`config.mk`:
```
export PLATFORM = sky130hd
export DESIGN_NAME = frame_stream_driver
export DESIGN_NICKNAME = d
export VERILOG_FILES = /design/src/rtl/transformer_pkg.sv /design/src/rtl/setup_fifo.sv /design/src/rtl/frame_stream_driver.sv
export SDC_FILE = /design/constraint.sdc
export NUM_CORES = 2
export LEC_CHECK = 0
export CAP_MARGIN = 10
export CORE_ASPECT_RATIO = 0.75
export CORE_MARGIN = 2
export CORE_UTILIZATION = 49
export CTS_BUF_LIST = sky130_fd_sc_hd__clkbuf_2
export DETAILED_ROUTE_END_ITERATION = 8
export DONT_BUFFER_PORTS = 1
export GPL_TIMING_DRIVEN = 0
export PLACE_DENSITY_LB_ADDON = 0.25
export SYNTH_ARGS = -nofsm -noshare
export SYNTH_HDL_FRONTEND = slang
export SYNTH_SLANG_ARGS = --single-unit
```
`constraint.sdc`:
```
create_clock -name clk -period 27.6 [get_ports clk]
set_input_delay 5.52 -clock clk [delete_from_list [all_inputs] [get_ports clk]]
set_output_delay 5.52 -clock clk [all_outputs]
set_load 0.05 [all_outputs]
```
`src/rtl/transformer_pkg.sv`:
```
// Shared types for the transform front end: FSM state encoding, vertex,
// transform, triangle and setup-entry layouts, and the back colour reset value.
package transformer_pkg;

  typedef enum logic [3:0] {
    IDLE, INST_REQ, INST_WAIT, CAM_EMIT, TRI_REQ, TRI_WAIT, VERT_WAIT, EMIT, DONE
  } frame_state_t;

  localparam logic [15:0] BACK_COLOR_RST = 16'h2106;

  typedef struct packed {
    logic [15:0] x;
    logic [15:0] y;
    logic [15:0] z;
  } vertex_t;

  typedef struct packed {
    logic [3:0][15:0] m;
  } transform_t;

  typedef struct packed {
    vertex_t v0;
    vertex_t v1;
    vertex_t v2;
  } triangle_t;

  typedef struct packed {
    logic       camera_transform_valid;
    transform_t camera_transform;
    logic       model_transform_valid;
    transform_t model_transform;
    triangle_t  triangle;
  } transform_setup_t;

endpackage

```
`src/rtl/setup_fifo.sv`:
```
// Small FIFO with a registered head: dout always holds the oldest entry
// (zero when empty). flush empties it in one cycle. DEPTH is a power of two.
module setup_fifo #(
  parameter int WIDTH = 8,
  parameter int DEPTH = 4
) (
  input  logic             clk,
  input  logic             rst,
  input  logic             flush,
  input  logic             push,
  input  logic [WIDTH-1:0] din,
  input  logic             pop,
  output logic [WIDTH-1:0] dout,
  output logic             empty,
  output logic             full
);
  localparam int AW = $clog2(DEPTH);

  logic [WIDTH-1:0] mem [DEPTH];
  logic [AW-1:0]    wptr, rptr, rnext;
  logic [AW:0]      count;
  logic             wr, rd;

  assign empty = (count == '0);
  assign full  = (count == (AW+1)'(DEPTH));
  assign wr    = push && !full;
  assign rd    = pop && !empty;
  assign rnext = rptr + 1'b1;

  // storage array, written at the tail
  always_ff @(posedge clk) begin
    if (wr) mem[wptr] <= din;
  end

  // pointers, occupancy and the registered head entry
  always_ff @(posedge clk or posedge rst) begin
    if (rst) begin
      wptr <= '0; rptr <= '0; count <= '0; dout <= '0;
    end else if (flush) begin
      wptr <= '0; rptr <= '0; count <= '0; dout <= '0;
    end else begin
      if (wr) wptr <= wptr + 1'b1;
      if (rd) rptr <= rnext;
      count <= count + (AW+1)'(wr) - (AW+1)'(rd);
      if (rd) begin
        if (count == (AW+1)'(1)) dout <= wr ? din : '0;
        else                     dout <= mem[rnext];
      end else if (wr && empty) begin
        dout <= din;
      end
    end
  end
endmodule

```
`src/rtl/frame_stream_driver.sv`:
```
// Walks the instance list once per frame: a camera entry for instance 0, then
// one setup entry per triangle of each model instance, through an output FIFO.
// Optional FRAME_STREAM_STATS_EN adds a tri_emitted counter output.
module frame_stream_driver
  import transformer_pkg::*;
#(
  parameter int MAX_VERT   = 8192,
  parameter int MAX_TRI    = 8192,
  parameter int MAX_INST   = 256,
  parameter int VIDX_W     = 8,
  parameter int TIDX_W     = 8,
  parameter int RD_LAT     = 2,
  parameter int FIFO_DEPTH = 4,
  localparam int VADDR_W   = $clog2(MAX_VERT),
  localparam int TADDR_W   = $clog2(MAX_TRI),
  localparam int IID_W     = $clog2(MAX_INST)
) (
  input  logic               clk,
  input  logic               rst,
  input  logic               scene_ready,
  input  logic [IID_W-1:0]   max_inst,
  input  logic               frame_start,
  output logic [IID_W-1:0]   inst_id_rd,
  input  logic [VADDR_W-1:0] inst_vert_base,
  input  logic [TADDR_W-1:0] inst_tri_base,
  input  logic [TIDX_W-1:0]  inst_tri_count,
  output logic [TADDR_W-1:0] tri_addr,
  input  logic [3*VIDX_W-1:0] tri_data,
  output logic [VADDR_W-1:0] vert_addr,
  input  vertex_t            vert_data,
  input  transform_t         xf_in,
  input  logic [15:0]        id_data,
  output logic               out_valid,
  input  logic               out_ready,
  output transform_setup_t   out_setup,
  output logic [15:0]        back_color,
  output logic               frame_done,
  output logic               busy
`ifdef FRAME_STREAM_STATS_EN
  ,
  output logic [31:0]        tri_emitted
`endif
);
  frame_state_t     state, state_n;
  logic [1:0]       rdy_sync;
  logic [IID_W-1:0] mi_s1, mi_s;
  logic             scene_s, empty, full, push, abort, start_ok, last_inst, last_tri;
  logic [IID_W-1:0] inst;
  logic [2:0]       cnt;
  logic [TIDX_W-1:0] tri_ctr, d_tcnt;
  logic [VADDR_W-1:0] d_vbase;
  logic [TADDR_W-1:0] d_tbase;
  transform_t       d_xf;
  logic [15:0]      d_id;
  logic [3*VIDX_W-1:0] tri_q;
  vertex_t          v0_q, v1_q, v2_q;
  transform_setup_t din;

  assign scene_s   = rdy_sync[1];
  assign start_ok  = frame_start && scene_s && (state == IDLE || state == DONE);
  assign last_inst = (inst == mi_s);
  assign last_tri  = (tri_ctr == d_tcnt - 1'b1);
  assign out_valid = !empty;
  assign busy      = (state != IDLE && state != DONE) || !empty;
  assign abort     = !scene_s && busy;

  // two-flop synchronisers for the asynchronous scene controls
  always_ff @(posedge clk or posedge rst) begin
    if (rst) begin
      rdy_sync <= '0; mi_s1 <= '0; mi_s <= '0;
    end else begin
      rdy_sync <= {rdy_sync[0], scene_ready};
      mi_s1    <= max_inst;
      mi_s     <= mi_s1;
    end
  end

  // state register
  always_ff @(posedge clk or posedge rst) begin
    if (rst) state <= IDLE;
    else     state <= state_n;
  end

  // next state and FIFO push
  always_comb begin
    state_n = state;
    push    = 1'b0;
    case (state)
      IDLE, DONE: if (start_ok) state_n = INST_REQ;
      INST_REQ:   state_n = INST_WAIT;
      INST_WAIT:
        if (cnt == 3'(RD_LAT - 1)) begin
          if (inst == '0)                state_n = CAM_EMIT;
          else if (inst_tri_count == '0) state_n = last_inst ? DONE : INST_REQ;
          else                           state_n = TRI_REQ;
        end
      CAM_EMIT:
        if (!full) begin
          push    = 1'b1;
          state_n = last_inst ? DONE : INST_REQ;
        end
      TRI_REQ:    state_n = TRI_WAIT;
      TRI_WAIT:   if (cnt == 3'(RD_LAT - 1)) state_n = VERT_WAIT;
      VERT_WAIT:  if (cnt == 3'(RD_LAT + 2)) state_n = EMIT;
      EMIT:
        if (!full) begin
          push = 1'b1;
          if (!last_tri)      state_n = TRI_REQ;
          else if (last_inst) state_n = DONE;
          else                state_n = INST_REQ;
        end
      default:    state_n = IDLE;
    endcase
    if (abort) begin
      state_n = IDLE;
      push    = 1'b0;
    end
  end

  // RAM addresses are driven only in their issue cycles, zero otherwise
  always_comb begin
    inst_id_rd = (state == INST_REQ) ? inst : '0;
    tri_addr   = (state == TRI_REQ) ? d_tbase + TADDR_W'(tri_ctr) : '0;
    vert_addr  = '0;
    if (state == VERT_WAIT) begin
      case (cnt)
        3'd0:    vert_addr = d_vbase + VADDR_W'(tri_q[3*VIDX_W-1 -: VIDX_W]);
        3'd1:    vert_addr = d_vbase + VADDR_W'(tri_q[2*VIDX_W-1 -: VIDX_W]);
        3'd2:    vert_addr = d_vbase + VADDR_W'(tri_q[VIDX_W-1:0]);
        default: vert_addr = '0;
      endcase
    end
  end

  // entry assembly: camera entry or model triangle entry
  always_comb begin
    din = '0;
    if (state == CAM_EMIT) begin
      din.camera_transform_valid = 1'b1;
      din.camera_transform       = d_xf;
    end else begin
      din.model_transform_valid = 1'b1;
      din.model_transform       = d_xf;
      din.triangle              = '{v0: v0_q, v1: v1_q, v2: v2_q};
    end
  end

  // walk counters, descriptor/triangle/vertex capture, frame status
  always_ff @(posedge clk or posedge rst) begin
    if (rst) begin
      inst <= '0; cnt <= '0; tri_ctr <= '0; d_tcnt <= '0;
      d_vbase <= '0; d_tbase <= '0; d_xf <= '0; d_id <= '0;
      tri_q <= '0; v0_q <= '0; v1_q <= '0; v2_q <= '0;
      back_color <= BACK_COLOR_RST; frame_done <= 1'b0;
    end else begin
      cnt <= (state_n != state) ? 3'd0 : cnt + 3'd1;
      if (start_ok) inst <= '0;
      else if (state_n == INST_REQ && state != IDLE && state != DONE) inst <= inst + 1'b1;
      if (state == INST_WAIT && cnt == 3'(RD_LAT - 1)) begin
        d_vbase <= inst_vert_base; d_tbase <= inst_tri_base; d_tcnt <= inst_tri_count;
        d_xf <= xf_in; d_id <= id_data; tri_ctr <= '0;
      end
      if (state == EMIT && push && !last_tri) tri_ctr <= tri_ctr + 1'b1;
      if (state == TRI_WAIT && cnt == 3'(RD_LAT - 1)) tri_q <= tri_data;
      if (state == VERT_WAIT) begin
        if (cnt == 3'(RD_LAT))     v0_q <= vert_data;
        if (cnt == 3'(RD_LAT + 1)) v1_q <= vert_data;
        if (cnt == 3'(RD_LAT + 2)) v2_q <= vert_data;
      end
      if (state == CAM_EMIT && push) back_color <= d_id;
      if (abort || start_ok)              frame_done <= 1'b0;
      else if (state == DONE && empty)    frame_done <= 1'b1;
    end
  end

`ifdef FRAME_STREAM_STATS_EN
  // model-triangle push counter, saturating, cleared per frame
  always_ff @(posedge clk or posedge rst) begin
    if (rst)                                        tri_emitted <= '0;
    else if (start_ok)                              tri_emitted <= '0;
    else if (push && state == EMIT && !(&tri_emitted)) tri_emitted <= tri_emitted + 32'd1;
  end
`endif

  setup_fifo #(.WIDTH($bits(transform_setup_t)), .DEPTH(FIFO_DEPTH)) u_fifo (
    .clk   (clk),
    .rst   (rst),
    .flush (abort),
    .push  (push),
    .din   (din),
    .pop   (out_valid && out_ready),
    .dout  (out_setup),
    .empty (empty),
    .full  (full)
  );
endmodule

```
# --- After elaboration in Yosys (flattened, before gate mapping) ---
# Memories as Yosys holds them, arrays and structs flattened.
# Cells that the tools add are included.
op_classes:
  n_addsub: 12
  eq_ne: 19
  n_mux: 40
  n_reduce_logical: 40
op_table:
  columns: ["operator", "count"]
  rows:
  - ["274-bit two-way mux", 5]
  - ["209-bit two-way mux", 1]
  - ["65-bit two-way mux", 1]
  - ["13-bit by 8-bit adder with 13-bit output", 4]
  - ["4-bit two-way mux", 11]
  - ["8-bit two-way mux", 5]
  - ["13-bit case mux with 3 select lines", 1]
  - ["4-bit case mux with 8 select lines", 1]
  - ["13-bit two-way mux", 2]
  - ["8-bit by 1-bit adder with 8-bit output, second input constant", 2]
  - ["4-bit by 3-bit == test with 1-bit output, second input constant", 4]
  - ["8-bit == test", 2]
  - ["1-bit logical AND", 16]
  - ["8-bit zero test", 2]
  - ["2-bit nonzero test", 5]
  - ["4-bit by 1-bit == test with 1-bit output, second input constant", 2]
  - ["4-bit by 2-bit == test with 1-bit output, second input constant", 2]
  - ["2-bit two-way mux", 4]
  - ["8-bit by 1-bit subtractor with 8-bit output, second input constant", 1]
  - ["1-bit two-way mux", 7]
  - ["3-bit by 1-bit == test with 1-bit output, second input constant", 2]
  - ["3-bit by 2-bit == test with 1-bit output, second input constant", 2]
  - ["3-bit == test, second input constant", 2]
  - ["3-bit zero test", 2]
  - ["15 further kinds", 25]
word_totals:
  register_bits: 621
  ramBits: 1096
  word_cells: 143
  n_memories: 1
mem_list:
  columns: ["name", "words", "word_bits", "rd", "rd_ports_with_merged_regs", "write_ports", "line_no", "rtl"]
  rows:
  - ["u_fifo.mem", 4, 274, 1, 0, 1, "setup_fifo.sv:19", "logic [WIDTH-1:0] mem [DEPTH];"]

# --- Depth between registers and ports, before layout ---
logic_depth:
  depth_word: 12
  mapped_depth: 17

# --- By module ---
# From an unflattened synthesis, not the netlist that was laid out.
unflattened:
  hier_cells: 4889
  area_unflattened_um2: 69243.9
by_module_without_submodules:
  columns: ["module", "instances", "cells_each", "area_per_inst_um2", "seq_area_each_um2"]
  rows:
  - ["setup_fifo", 1, 3278, 52898.2, 39943.3]
  - ["frame_stream_driver", 1, 1611, 16345.7, 8513.2]

# --- Worst setup path before layout ---
# Ideal clock, no wire load.
synth_timing:
  path_type: "reg2out"
  from: "reg cnt[0]"
  to: "out vert_addr[10]"
  arrival_ns: 3.965
  path_slack_ns: 18.115
  stages_incl_launch_ff: 18
  n_path_buf: 1
  cell_sequence: "dfrtp_1 inv_1 ha_1 clkbuf_1 o21ai_1 nand2_1 o21ai_0 ha_1 inv_1 fa_1 nor2b_1 o21ai_0 a21boi_0 o21ai_0 a21boi_0 o21ai_0 a21oi_1 mux2i_1"
synth_between:
  elab_chain_len: 3
  elab_cells_between_ends: 5
  classes_between: "eq/ne (2); mux (2); reduce/logical (1)"
synth_lines:
  columns: ["item", "line_no", "rtl"]
  rows:
  - ["from (decl)", "frame_stream_driver.sv:49", "logic [2:0] cnt;"]
  - ["from (signal assigned)", "frame_stream_driver.sv:156", "cnt <= (state_n != state) ? 3'd0 : cnt + 3'd1;"]
  - ["3-bit by 2-bit == test with 1-bit output, or another cell as far along", "frame_stream_driver.sv:126", "case (cnt)"]
  - ["13-bit case mux with 3 select lines *", "frame_stream_driver.sv:126", null]
  - ["13-bit two-way mux *", "frame_stream_driver.sv:125", "if (state == VERT_WAIT) begin"]
  - ["to (decl)", "frame_stream_driver.sv:29", "output logic [VADDR_W-1:0] vert_addr,"]
# Mark *: on every way between the ends. The rest lies on a longest branch, timed or not.

# --- Final worst setup path ---
layout_timing:
  from: "reg cnt[0]"
  to: "out vert_addr[12]"
# The elaborated chain is that of the path after synthesis.

==> impl_metrics.json <==
{
  "placed_cells": 6194,
  "drc": 0,
  "grt_usage_pct": 25.2,
  "syn-cell-area_um2": 67900,
  "yosysUniqueCellTypes": 61,
  "ant_nets": 0,
  "path_cells": "inv_1 -> ha_1 -> clkbuf_1 -> o21ai_1 -> nand2_1 -> o21ai_0 -> ha_1 -> inv_1 -> fa_1 -> nor2b_1 -> o21ai_0 -> a21boi_0 -> o21ai_0 -> a21boi_0 -> o21ai_0 -> a21oi_1 -> mux2i_1",
  "layout-drive-gt1-share_pct": 23.4,
  "fin_util_pct": 54.4,
  "status": "finished, final reports clean",
  "fill_cells": 11400,
  "grt_pass1_vias": 40100,
  "syn_to_final_growth_pct": 10.4,
  "syn_inst": 4297,
  "synthesis.nets": 4530,
  "ys.flop_type": "edfxtp_1",
  "end_kind": "output port",
  "crit_type": "flop to output port",
  "fin_hold_ws_ns": 0.351,
  "slew_violations": 0,
  "fin_cells": 6966,
  "num_vias": 39800,
  "finalHoldViolCount": 0,
  "gp_congestion": 0.856,
  "worstPathArrival_ns": 6.81,
  "yosys_warnings": 0,
  "crit_fanout": 10,
  "routed_wl_um": 179000,
  "clkSinkCount": 1717,
  "die_area_um2": 142000,
  "setup_viol": 0,
  "min_path_cells": 0,
  "skew_ns": 0.181,
  "synth_seq_cells": 1717,
  "dp_hpwl_um": 119000,
  "cts_hold_repair.buffers": 0,
  "start_kind": "flop",
  "cts_root_buf": "clkbuf_2",
  "power.leakage_uw": 0.0275,
  "cts_setup_buffers": 0,
  "overflow": 0,
  "cts.repair.resized": 0,
  "slew_headroom_pct": 14.0,
  "rsz0062_at_grt": "false",
  "ir_worst_vdd_mv": 0.0639,
  "ys_seq_area_share_pct": 71.4,
  "cts_tree": "built",
  "worstSkewPairLatency_ns": 1.83,
  "cp.depth": 17,
  "cp.required_ns": 22.08,
  "syn_avg_cell_area_um2": 15.8,
  "fin_nets": 4983,
  "ios": 526,
  "portBuffers": 0,
  "initial_core_util_pct": 49.3,
  "cap_violations": 0,
  "hold_path.class": "flop to flop",
  "slowest_stage": "mux2i_1",
  "fmax_mhz": 81.1,
  "dieWidth_um": 434,
  "cp.buffers_inverters": 3,
  "row_count": 118,
  "avgViaCountPerCell": 5.71,
  "grt_pass1_wl_um": 262000,
  "cpLargestDelayFamily": "compound AO/OA/AOI/OAI gates",
  "wl_per_cell_um": 25.7,
  "clockBufferDepth": 4,
  "power_density_nw_per_um2": 97.1,
  "clk_pin_slew_ns": 0.10,
  "ys_async_sr_fraction_pct": 36.2,
  "core_area_um2": 138000,
  "cpPeakStageDelay_ns": 0.96,
  "finalCritPeriodShare_pct": 44.7,
  "cts_buffers": 413,
  "synth_edf_count": 1096,
  "firstDrtPassIters": 6,
  "grt_max_degree": 121,
  "drtIter0Drc": 3570,
  "cts_max_level": 5,
  "crit_top_cell": "o21ai_0",
  "antenna_found_initial": 23,
  "post-route-min-period_ns": 12.33,
  "die_h_um": 326,
  "worstMarginPinSlew_ns": 1.29,
  "r2r_cells": 12
}
## cell usage after synthesis, types with 30 or more instances
cell | instances | area share [%]
edfxtp_1 | 1096 | 48
nand2_1 | 644 | 3.6
dfrtp_1 | 617 | 23
o21ai_0 | 304 | 2.2
and2_1 | 292 | 2.7
a22oi_1 | 281 | 3.1
mux4_2 | 274 | 9.1
clkbuf_1 | 247 | 1.4
mux2_2 | 185 | 3.1
nor2_1 | 43 | 0.24
inv_1 | 32 | 0.18
ha_1 | 31 | 0.57
a21oi_1 | 30 | 0.22
## logic make-up after synthesis
| group | after synthesis | share of synthesized area (%) |
|---|---|---|
| flip-flops | 1717 | 71.4 |
| adder cells (fa/ha/maj) | 34 | 0.660 |
| AO/OA/AOI/OAI | 662 | 6.16 |
| AND/OR/NAND/NOR | 1073 | 7.35 |
| buffers and inverters | 308 | 1.73 |
| XOR/XNOR | 37 | 0.477 |
| multiplexers | 466 | 12.3 |
## registers in the layout, summed over array words and instances, names as in the netlist, 24 cells and up
signal       flops
u_fifo.mem    1096
d_xf            64
v1_q            48
v2_q            48
u_fifo.dout    274
tri_q           24
v0_q            48
## where the power goes
group          switching [uW]  leakage (uW)  internal [uW]  total [uW]
sequential                846        0.0177           3080        3930
combinational            1050       0.00700            659        1710
clock                    1010       0.00289            631        1640
## layer usage
layer,global-route usage [%],part of all wire (%),vias to the layer above
li1,-,-,17400
met1,34.2,41,20500
met2,38.6,48,1562
met3,7.27,8.3,344
met4,10.4,3.4,16
met5,0,0.072,-
## worst register-to-register path, cell delays in order (launching register included)
cell and delay [ns]:
dfrtp_1 0.46, nor3_1 0.76, a21oi_1 0.18, nor2b_1 0.14, buf_2 0.19, o21ai_0 0.09, and2_1 0.20, nor2_1 0.11
buf_2 0.62, clkbuf_1 0.69, buf_2 0.43, a22oi_1 0.23, o21ai_0 0.24
## worst paths after layout
path                                    startpoint                           to  slack, ns
worst max-delay path              cnt[0]$_DFF_PP0_                vert_addr[12]      15.27
worst min-delay path            mi_s1[0]$_DFF_PP0_            mi_s[0]$_DFF_PP0_       0.35
worst max register to register  state[0]$_DFF_PP0_  u_fifo.dout[79]$_DFFE_PP0P_      23.06
worst min register to register  mi_s1[0]$_DFF_PP0_            mi_s[0]$_DFF_PP0_       0.35
max in group asynchronous                      rst         v0_q[45]$_DFFE_PP0P_      22.28
min in group asynchronous                      rst         d_xf[59]$_DFFE_PP0P_       3.59
## cells in the final DEF (no fill, tap or decap), types with 42 or more instances in the layout
master / instances
mux4_2: 274
edfxtp_1: 1096
a22oi_1: 281
nand2_1: 644
clkinv_1: 103
dfrtp_1: 617
and2_1: 288
nor2_1: 42
mux2_2: 185
clkbuf_1: 242
clkbuf_2: 631
o21ai_0: 304
## through the flow
step	instance area [um^2]	setup slack [ns]	TNS [ns]	total power [uW]
after global placement	70200	-3.71	-2232.80	5670
final	74900	15.27	0	7280
after floorplan	67900	4.70	0	5040
after global routing	74900	14.70	0	7670
after detailed placement	71100	17.11	0	5710
after CTS	74900	15.02	0	7340
## cell type report
| cell class | instances | area (um^2) | area share [%] |
|---|---|---|---|
| sequential | 1717 | 48500 | 64.7 |
| clock buffer | 626 | 3130 | 4.18 |
| tap | 1860 | 2330 | 3.11 |
| timing repair buffer | 38 | 913 | 1.22 |
| inverter | 32 | 128 | 0.170 |
| clock inverter | 127 | 581 | 0.775 |
| multi-input combinational | 2272 | 18300 | 24.4 |
| buffer | 276 | 1060 | 1.41 |
| antenna | 18 | 45.0 | 0.0601 |
Power figures use the tool's default switching activity.
